===== config.mk =====
export PLATFORM = sky130hd
export DESIGN_NAME = lane_collector_26
export DESIGN_NICKNAME = d
export VERILOG_FILES = /design/src/rtl/lane_collector_26.sv
export SDC_FILE = /design/constraint.sdc
export NUM_CORES = 1
export LEC_CHECK = 0
export CORE_MARGIN = 2
export CORE_UTILIZATION = 50
export DETAILED_ROUTE_END_ITERATION = 8
export PLACE_DENSITY = 0.74
export REMOVE_ABC_BUFFERS = 1
export SLEW_MARGIN = 15
export SYNTH_ARGS = -nofsm -noshare
export SYNTH_HDL_FRONTEND = slang
export SYNTH_SLANG_ARGS = --single-unit

===== constraint.sdc =====
create_clock -name clk -period 5.1 [get_ports clk]
set_input_delay 0.765 -clock clk [delete_from_list [all_inputs] [get_ports clk]]
set_output_delay 0.765 -clock clk [all_outputs]
set_load 0.03 [all_outputs]

===== src/rtl/lane_collector_26.sv =====
`default_nettype none
// ============================================================================
//  Module   : lane_collector_26
//  Purpose  : Gathers LANES serial DW-bit words into one packed bus beat,
//             lane 0 (first word of a frame) at the LSBs.
//  Revision : 1.0  initial release
// ============================================================================
module lane_collector_26 #(
    parameter int DW    = 16,
    parameter int LANES = 26
) (
    input  logic                  clk,
    input  logic                  rst_n,
    input  logic [DW-1:0]         din,
    input  logic                  din_valid,
    input  logic                  din_sof,
    output logic                  din_ready,
    output logic [LANES*DW-1:0]   com_bus_out,
    output logic                  bus_valid,
    input  logic                  bus_ready,
    output logic                  err_resync,
    output logic [15:0]           frame_cnt
);

    localparam int            c_cnt_w    = $clog2(LANES);
    localparam logic [c_cnt_w-1:0] c_last_lane = c_cnt_w'(LANES - 1);

    logic [c_cnt_w-1:0]  r_cnt;
    logic [LANES*DW-1:0] r_buf;
    logic [LANES*DW-1:0] r_com;
    logic                r_bus_valid;
    logic                r_err;
    logic [15:0]         r_frame_cnt;

    logic                w_accept;
    logic                w_drain;
    logic                w_complete;
    logic                w_resync;
    logic [c_cnt_w-1:0]  w_lane;
    logic [LANES*DW-1:0] w_frame;

    // Only the closing word can be refused: everything earlier lands in the buffer.
    assign din_ready  = !((r_cnt == c_last_lane) && r_bus_valid && !bus_ready);
    assign w_accept   = din_valid && din_ready;
    assign w_drain    = r_bus_valid && bus_ready;
    assign w_lane     = din_sof ? '0 : r_cnt;
    assign w_complete = w_accept && (w_lane == c_last_lane);
    assign w_resync   = w_accept && din_sof && (r_cnt != '0);
    // Closing word bypasses the buffer so the frame is published on its own edge.
    assign w_frame    = {din, r_buf[(LANES-1)*DW-1:0]};

    always_ff @(posedge clk or negedge rst_n) begin
        if (!rst_n) begin
            r_cnt <= '0;
            r_buf <= '0;
        end else if (w_accept) begin
            for (int i = 0; i < LANES; i++) begin
                if (w_lane == c_cnt_w'(i)) begin
                    r_buf[i*DW +: DW] <= din;
                end
            end
            r_cnt <= w_complete ? '0 : w_lane + 1'b1;
        end
    end

    always_ff @(posedge clk or negedge rst_n) begin
        if (!rst_n) begin
            r_com       <= '0;
            r_bus_valid <= 1'b0;
            r_err       <= 1'b0;
            r_frame_cnt <= '0;
        end else begin
            r_err <= w_resync;
            if (w_complete) begin
                r_com       <= w_frame;
                r_bus_valid <= 1'b1;
                r_frame_cnt <= r_frame_cnt + 16'd1;
            end else if (w_drain) begin
                r_bus_valid <= 1'b0;
            end
        end
    end

    assign com_bus_out = r_com;
    assign bus_valid   = r_bus_valid;
    assign err_resync  = r_err;
    assign frame_cnt   = r_frame_cnt;

endmodule
`default_nettype wire

Word-level counts from Yosys, hierarchy flattened
Cells that the tools add are included.
W data, S select, Z words.
{"block": "word_totals", "reg_bits": 839, "in_bits": 21, "out_inout_bits": 435, "wordCells": 99}
{"block": "op_classes", "add_sub_neg": 2, "n_eq_ne": 26, "muxes": 4, "n_reduce_logical": 37}
{"op": "$eq A5 B5 Y1 const B", "count": 11}
{"op": "$reduce_and A2 Y1", "count": 25}
{"op": "$eq A5 B4 Y1 const B", "count": 8}
{"op": "$eq A5 B3 Y1 const B", "count": 4}
{"op": "$add A16 B1 Y16 const B", "count": 1}
{"op": "$eq A5 B2 Y1 const B", "count": 2}
{"op": "$mux W5", "count": 2}
{"op": "$logic_and A1 B1 Y1", "count": 7}
{"op": "$add A5 B1 Y5 const B", "count": 1}
{"op": "$eq A5 B1 Y1 const B", "count": 1}
{"op": "$logic_not A5 Y1", "count": 1}
{"op": "$reduce_bool A5 Y1", "count": 1}
{"op": "$logic_not A1 Y1", "count": 2}
{"op": "$mux W1", "count": 2}
{"op": "$reduce_bool A2 Y1", "count": 1}

Depth between registers and ports, before layout
Gate-level depths: netlist (run 1).
{"block": "depth", "ltp_word": 7, "ltp_mapped": 13, "mapped_depth_nobuf": 8}

Worst setup path after synthesis (run 1)
Ideal clock, no wire load.
{"block": "synth_path", "path_kind": "input to register", "from": "input din_sof", "to": "register r_com[405] (netlist: com_bus_out[405])", "setup_time_ns": 0.117, "arrival_time_ns": 2.674, "required_time_ns": 4.983, "setup_slack_ns": 2.309, "path_stages": 13, "path_buffers": 5, "cell_sequence": "buf_4 inv_1 nand2_1 inv_1 ha_1 clkbuf_1 nand3b_1 a211o_1 buf_2 buf_2 clkbuf_1 nand2_1 nand2_1"}
{"block": "synth_between", "elab_chain_len": 3}
{"element": "start: declaration", "line_no": "16", "text": "input logic din_sof,"}
{"element": "$mux W5", "line_no": "46", "text": "assign w_lane = din_sof ? '0 : r_cnt;"}
{"element": "$eq A5 B5 Y1"}
{"element": "$logic_and A1 B1 Y1", "line_no": "47", "text": "assign w_complete = w_accept && (w_lane == c_last_lane);"}
{"element": "end signal: assignment", "line_no": "75", "text": "r_com <= w_frame;"}
{"element": "end: declaration", "line_no": "30", "text": "logic [LANES*DW-1:0] r_com;"}
Every way passes these cells.
A chain may end at the register's enable or synchronous reset.

Worst setup path in the final report (run 1)
{"block": "layout_path", "from": "input din_sof", "to": "register r_com[372] (netlist: com_bus_out[372])"}
Same word-level chain as after synthesis.

==> results.cfg, run 1 <==
[clock_network]
insertion_delay_ns = 0.62
cts_setup_buffers = 0
cts_made_buffers = 85
cts_root_buf = clkbuf_16
cts_max_level = 3
cts.clk_slew.worst_paths_ns = 0.06
ctsResizeCount = 0
ctsHoldBuffers = 0
clock-sinks = 839
cts_tree = yes
cts_buffer_depth = 3

[logic_synthesis]
synthMuxAreaShare_pct = 14.4
ys_top_cells_by_count = nand2_1 (1264), dfrtp_1 (839), mux2_2 (336), buf_2 (93), clkbuf_1 (52)
synth_warnings = 0
async_reset_ff_share_pct = 100
ys.flop_type = dfrtp_1
ys_top_cells_by_area = dfrtp_1 (66%), nand2_1 (15%), mux2_2 (12%), buf_2 (1.5%), mux2_4 (1.4%)
yosysMostFrequentCell = nand2_1
synth-edff-count = 0
yosysSeqAreaShare_pct = 65.5
synth_xor_area_share_pct = 0.410
synth_fa_ha_area_share_pct = 0.234
ys_seq_elements = 839
synth_compound_area_share_pct = 0.449
synth_top_area_share_pct = 65.5
synth_top_family_by_area = simple AND/OR/NAND/NOR gates
synthSimpleGateAreaFrac_pct = 16.4
synth_area_mm2 = 0.0320
yosysTopAreaCell = dfrtp_1
synthCells = 2777
avgSynthCellArea_um2 = 11.5
netlist-cell-type-count = 49

[placed_design]
gp_congestion = 0.801
port_buffers = 455
hpwl_mm = 52.1
placed_area_mm2 = 0.0373

[global_routing]
grt_pass1_wl_mm = 131
antenna_found_initial = 2
grt_max_degree = 131
grt_pass1_vias = 22400
grt.total_usage_pct = 25.5
use_met2_pct = 42.2
grt_overflow_total = 0
met1_usage_pct = 32.9
grt.met3_usage_pct = 6.93
busiest_layer = met2

[sta]
skew_ns = 0.0219
tightestPinTransition_ns = 1.09
fin_crit_sh_pct = 68.4
min_period_ns = 3.49
slew_violations = 0
hold_viol = 0
max_freq_ghz = 0.287
rsz0062_at_grt = false
finalSetupViolations = 0
fin_tns_setup_ns = 0
slew_headroom_pct = 27.0

[critical_path]
r2r-end = com_bus_out[372]$_DFFE_PN0P_
start_kind = primary input
arrival_ns = 4.05
crit_required_ns = 5.66
critPathMaxFanout = 36
r2r_start = r_cnt[0]$_DFFE_PN0P_
reg2reg_slack_ns = 2.19
crit_type = in -> reg
end_kind = flop
ff2ff_path_depth = 9

[floorplanning]
start_util_pct = 50.7
io_pins = 456
die-width_um = 257
die_height_um = 257
die_area_mm2 = 0.0661
fp-row-count = 92
core_mm2 = 0.0632

[power]
switchingPower_mw = 3.05
internal-power_mw = 11.0
ir_drop_mv = 0.284
switching_share_pct = 21.8
clkPwrFrac_pct = 44.7
cellPowerDensity_mw_per_mm2 = 349
p_leak_nw = 20.8
power_mw = 14.0
seq_power_share_pct = 50.8
power_frac_comb_pct = 4.5

[flow_run]
drv_cap = 0

[detailed_routing]
postRouteWirelength_mm = 84.1
dr_total_vias = 21500
avgRoutedWirePerCell_um = 20.5
viasPerCell = 5.24
drtAntennaViolNets = 0
drt_iter0_markers = 1801
drc = 0
drt-pass1-iter-count = 5

[layout]
drive_above_1_share_pct = 17.9
syn2layout_area_growth_pct = 25.3
final_cell_area_mm2 = 0.0401
nNetsFinal = 3218
postLayoutCoreUtil_pct = 63.5

[hold_path]
min_path_type = in -> async

[run_status]
status = completed
## per-layer routing
metal | up-vias | routed length [µm] | share of wire, %
met5 | - | 13 | 0.015
met4 | 2 | 2410 | 2.9
met3 | 163 | 5790 | 6.9
met2 | 623 | 41400 | 49
met1 | 11000 | 34500 | 41
li1 | 9676 | - | -
## cell families after synthesis
kind of cell	after synthesis
AOI/OAI and AO/OA	16
muxes	400
and+or+nand+nor	1332
buffers and inverters	169
adders and majority gates	6
xor gates and xnor gates	15
DFF	839
## worst max-delay path by stage
stage          startpoint                            to  slack (ns)  depth (start not counted)
6_report          din_sof  com_bus_out[372]$_DFFE_PN0P_        1.61                         11
4_1_cts           din_sof  com_bus_out[372]$_DFFE_PN0P_        1.66                         11
2_1_floorplan     din_sof     frame_cnt[15]$_DFFE_PN0P_      -10.08                          8
3_5_place_dp      din_sof  com_bus_out[372]$_DFFE_PN0P_        1.03                         11
3_3_place_gp      din_sof  com_bus_out[388]$_DFFE_PN0P_        1.23                         11
5_1_grt           din_sof  com_bus_out[340]$_DFFE_PN0P_        1.43                         11
## cells in the final DEF, fill, tap and decap left out, drive strengths merged, types with 8 or more instances in the layout
cell / netlist / layout
nand2: 1267 / 1267
dfrtp: 839 / 839
clkdlybuf4s50: 0 / 438
mux2: 400 / 400
clkbuf: 52 / 117
buf: 111 / 52
clkinv: 0 / 18
nand3: 17 / 17
nor2: 15 / 15
xnor2: 13 / 13
nand4: 9 / 9
bufinv: 0 / 8
## flip-flops by register name (all words and copies together) (netlist names)
name and flops:
r_buf 400, r_cnt 5, err_resync 1, bus_valid 1
frame_cnt 16, com_bus_out 416
## through the flow
stage / hold WS (ns) / setup slack, ns / cells
detailed placement: 0.446 / 1.03 / 3950
global route: 0.251 / 1.43 / 4096
finish: 0.154 / 1.61 / 4097
floorplan: 0.432 / -10.08 / 2614
global placement: 0.439 / 1.23 / 3950
CTS: 0.244 / 1.66 / 4096
## final cells by class
| class | count | area, µm² |
|---|---|---|
| well taps | 846 | 1060 |
| fillers | 4707 | 23100 |
| clock buffers | 117 | 2420 |
| diodes | 1 | 2.50 |
| flip-flops and latches | 839 | 21000 |
| repair buffers | 490 | 5000 |
| clock inverters | 29 | 402 |
| inverters | 6 | 22.5 |
| multi-input cells | 1769 | 10200 |
## critical path, cell delays in order
cell             delay, ns
clkdlybuf4s50_1       0.60
inv_1                 0.25
nand2_1               0.13
inv_1                 0.12
ha_1                  0.34
nand3b_1              0.28
a211oi_4              0.83
buf_12                0.28
buf_4                 0.25
nand2_1               0.09
nand2_1               0.06
## power by group through the flow
| stage | registers (mW) | clock network, mW | logic (mW) |
|---|---|---|---|
| 3_3_place_gp | 7.21 | 0 | 0.608 |
| 4_1_cts | 7.12 | 6.38 | 0.640 |
| 3_5_place_dp | 7.23 | 0 | 0.637 |
| 6_report | 7.12 | 6.26 | 0.627 |
| 5_1_grt | 7.15 | 6.66 | 0.687 |
| 2_1_floorplan | 7.19 | 0 | 0.333 |
Power figures use the tool's default switching activity.
==> run 2: changes to the inputs <==
--- a/config.mk
+++ b/config.mk
@@ -6,9 +6,9 @@
 export NUM_CORES = 1
 export LEC_CHECK = 0
 export CORE_MARGIN = 2
-export CORE_UTILIZATION = 50
+export CORE_UTILIZATION = 49
 export DETAILED_ROUTE_END_ITERATION = 8
-export PLACE_DENSITY = 0.74
+export PLACE_DENSITY = 0.76
 export REMOVE_ABC_BUFFERS = 1
 export SLEW_MARGIN = 15
 export SYNTH_ARGS = -nofsm -noshare
==> constraint.sdc (replaced) <==
create_clock -name clk -period 3.2 [get_ports clk]
set_input_delay 0.48 -clock clk [delete_from_list [all_inputs] [get_ports clk]]
set_output_delay 0.48 -clock clk [all_outputs]
set_load 0.03 [all_outputs]
==> run 2 against run 1 <==
Compared with the run above: worst hold slack gained 0.30 ns; cell area grew 0.23%; clock-buffer cell count grew 12; sequential share of layout area shrank 0.12 points; sequential power grew 60%; critical path type is now reg -> out; combinational power grew 64%.
==> results.cfg, run 2 (synthesis gave the netlist of run 1 again) <==
[critical_path]
crit_chain = and4bb_2, nand2_1, clkdlybuf4s50_1
crit_required_ns = 2.72
start_kind = flop
critPathMaxFanout = 14
crit_slowest_cell = clkdlybuf4s50_1
r2r_start = r_cnt[0]$_DFFE_PN0P_
end_kind = output pin
arrival_ns = 2.53
reg2reg_slack_ns = 0.69
ff2ff_path_depth = 8
critical-path-top-delay-family = buffers and inverters
path_buf_inv = 1
crit_type = reg -> out
r2r-end = com_bus_out[20]$_DFFE_PN0P_
critPathMaxStageDelay_ns = 0.72
path_depth = 3

[hold_path]
whs_endpoint = com_bus_out[288]$_DFFE_PN0P_
min_from = r_buf[288]$_DFFE_PN0P_
whs_path_depth = 2
min_path_type = reg -> reg

[detailed_routing]
drt-met1-wl_mm = 34.5
drc = 0
routed.top_layer = met5
viasPerCell = 5.25
met2_length_mm = 41.0
postRouteWirelength_mm = 83.4
drt-pass1-iter-count = 5
met3_length_mm = 5.38
drtAntennaViolNets = 0
drt_iter0_markers = 1930
avgRoutedWirePerCell_um = 20.2
dr_total_vias = 21700

[sta]
max_freq_ghz = 0.332
fin_crit_sh_pct = 94.2
whs_ns = 0.454
rsz0062_at_grt = false
finalSetupViolations = 0
slew_headroom_pct = 30.0
tightestPinTransition_ns = 1.05
min_period_ns = 3.01
slew_violations = 0
skew_ns = 0.0164
hold_viol = 0

[floorplanning]
fp-row-count = 93
io_pins = 456
die-width_um = 260
die_height_um = 260
start_util_pct = 49.6
die_area_mm2 = 0.0674
core_mm2 = 0.0646

[clock_network]
cts_tree = yes
cts_max_level = 3
clock-sinks = 839
insertion_delay_ns = 0.62
cts_made_buffers = 84
cts_root_buf = clkbuf_16
cts_buffer_depth = 3
cts.clk_slew.worst_paths_ns = 0.06
ctsResizeCount = 0

[global_routing]
antenna_found_initial = 3
grt_max_degree = 218
grt_pass1_vias = 22600
grt_overflow_total = 0
grt.total_usage_pct = 24.9
grt_pass1_wl_mm = 130

[power]
power_frac_comb_pct = 4.7
switchingPower_mw = 4.85
p_leak_nw = 20.9
internal-power_mw = 17.0
clkPwrFrac_pct = 43.4
ir_drop_mv = 0.376
seq_power_share_pct = 51.9
cellPowerDensity_mw_per_mm2 = 544
switching_share_pct = 22.2

[placed_design]
hpwl_mm = 51.7
port_buffers = 455
placed_area_mm2 = 0.0375
gp_congestion = 0.807

[flow_run]
drv_cap = 0

[layout]
nNetsFinal = 3245
largest_reg_flops = 416
final_cell_area_mm2 = 0.0402
drive_above_1_share_pct = 18.4
syn2layout_area_growth_pct = 25.6
final_common_cell = nand2_1
layout_common_cells = nand2_1 (1264), dfrtp_1 (839), clkdlybuf4s50_1 (438)

[run_status]
status = completed
## run 2: cell types whose count changed in the layout (fill, tap and decap cells not counted), moves of 4 or more
cell / change
clkbuf_8: +5
buf_4: +26
bufinv_16: -8
clkinv_2: -4
clkbuf_1: +6
## run 2: per-stage QoR
step                      util, %  TNS (ns)  cells  worst slack (ns)  total power [mW]
after floorplan                 -  -4589.32   2614            -11.69              12.0
after global placement       58.1   -0.0249   3986           -0.0249              12.5
after detailed placement     58.1    -0.904   3986           -0.0568              12.6
after CTS                    62.3         0   4134             0.162              22.1
after global routing         62.3         0   4134            0.0605              22.6
final                        62.3         0   4137             0.186              21.9
## run 2: what timing repair did
action,CTS,global route
hold buffers,1,0
buffers inserted,0,0
endpoints found under the hold margin,55,0
## run 2: worst max path at each step
stage / startpoint / slack, ns / to
after floorplan: din_sof / -11.69 / frame_cnt[15]$_DFFE_PN0P_
after global placement: din_sof / -0.02 / com_bus_out[413]$_DFFE_PN0P_
after detailed placement: din_sof / -0.06 / com_bus_out[263]$_DFFE_PN0P_
after CTS: r_cnt[3]$_DFFE_PN0P_ / 0.16 / din_ready
after global routing: r_cnt[3]$_DFFE_PN0P_ / 0.06 / din_ready
final: r_cnt[3]$_DFFE_PN0P_ / 0.19 / din_ready
## run 2: layout make-up
class | count | area [µm²]
diodes | 3 | 7.51
clock buffers | 129 | 2530
clock inverters | 18 | 138
fillers | 4781 | 24400
inverters | 6 | 22.5
multi-input cells | 1769 | 10200
flip-flops and latches | 839 | 21000
well taps | 855 | 1070
repair buffers | 518 | 5230
## run 2: power groups by stage
stage          Combinational [mW]  Sequential [mW]  Clock [mW]
2_1_floorplan               0.531             11.5           0
3_3_place_gp                0.996             11.5           0
3_5_place_dp                 1.05             11.5           0
4_1_cts                      1.05             11.3        9.67
5_1_grt                      1.13             11.4        10.1
6_report                     1.03             11.4        9.48
## run 2: routing by layer
metal / global-route usage, % / vias up
met3: 4.98 / 152
met5: 0 / -
met4: 9.45 / 2
met1: 33.1 / 11100
li1: - / 9736
met2: 40.8 / 707
## run 2: worst min-delay path: stages, from the launching register on
cell and delay (ns):
dfrtp_1 0.34, nand2_1 0.05, nand2_1 0.05
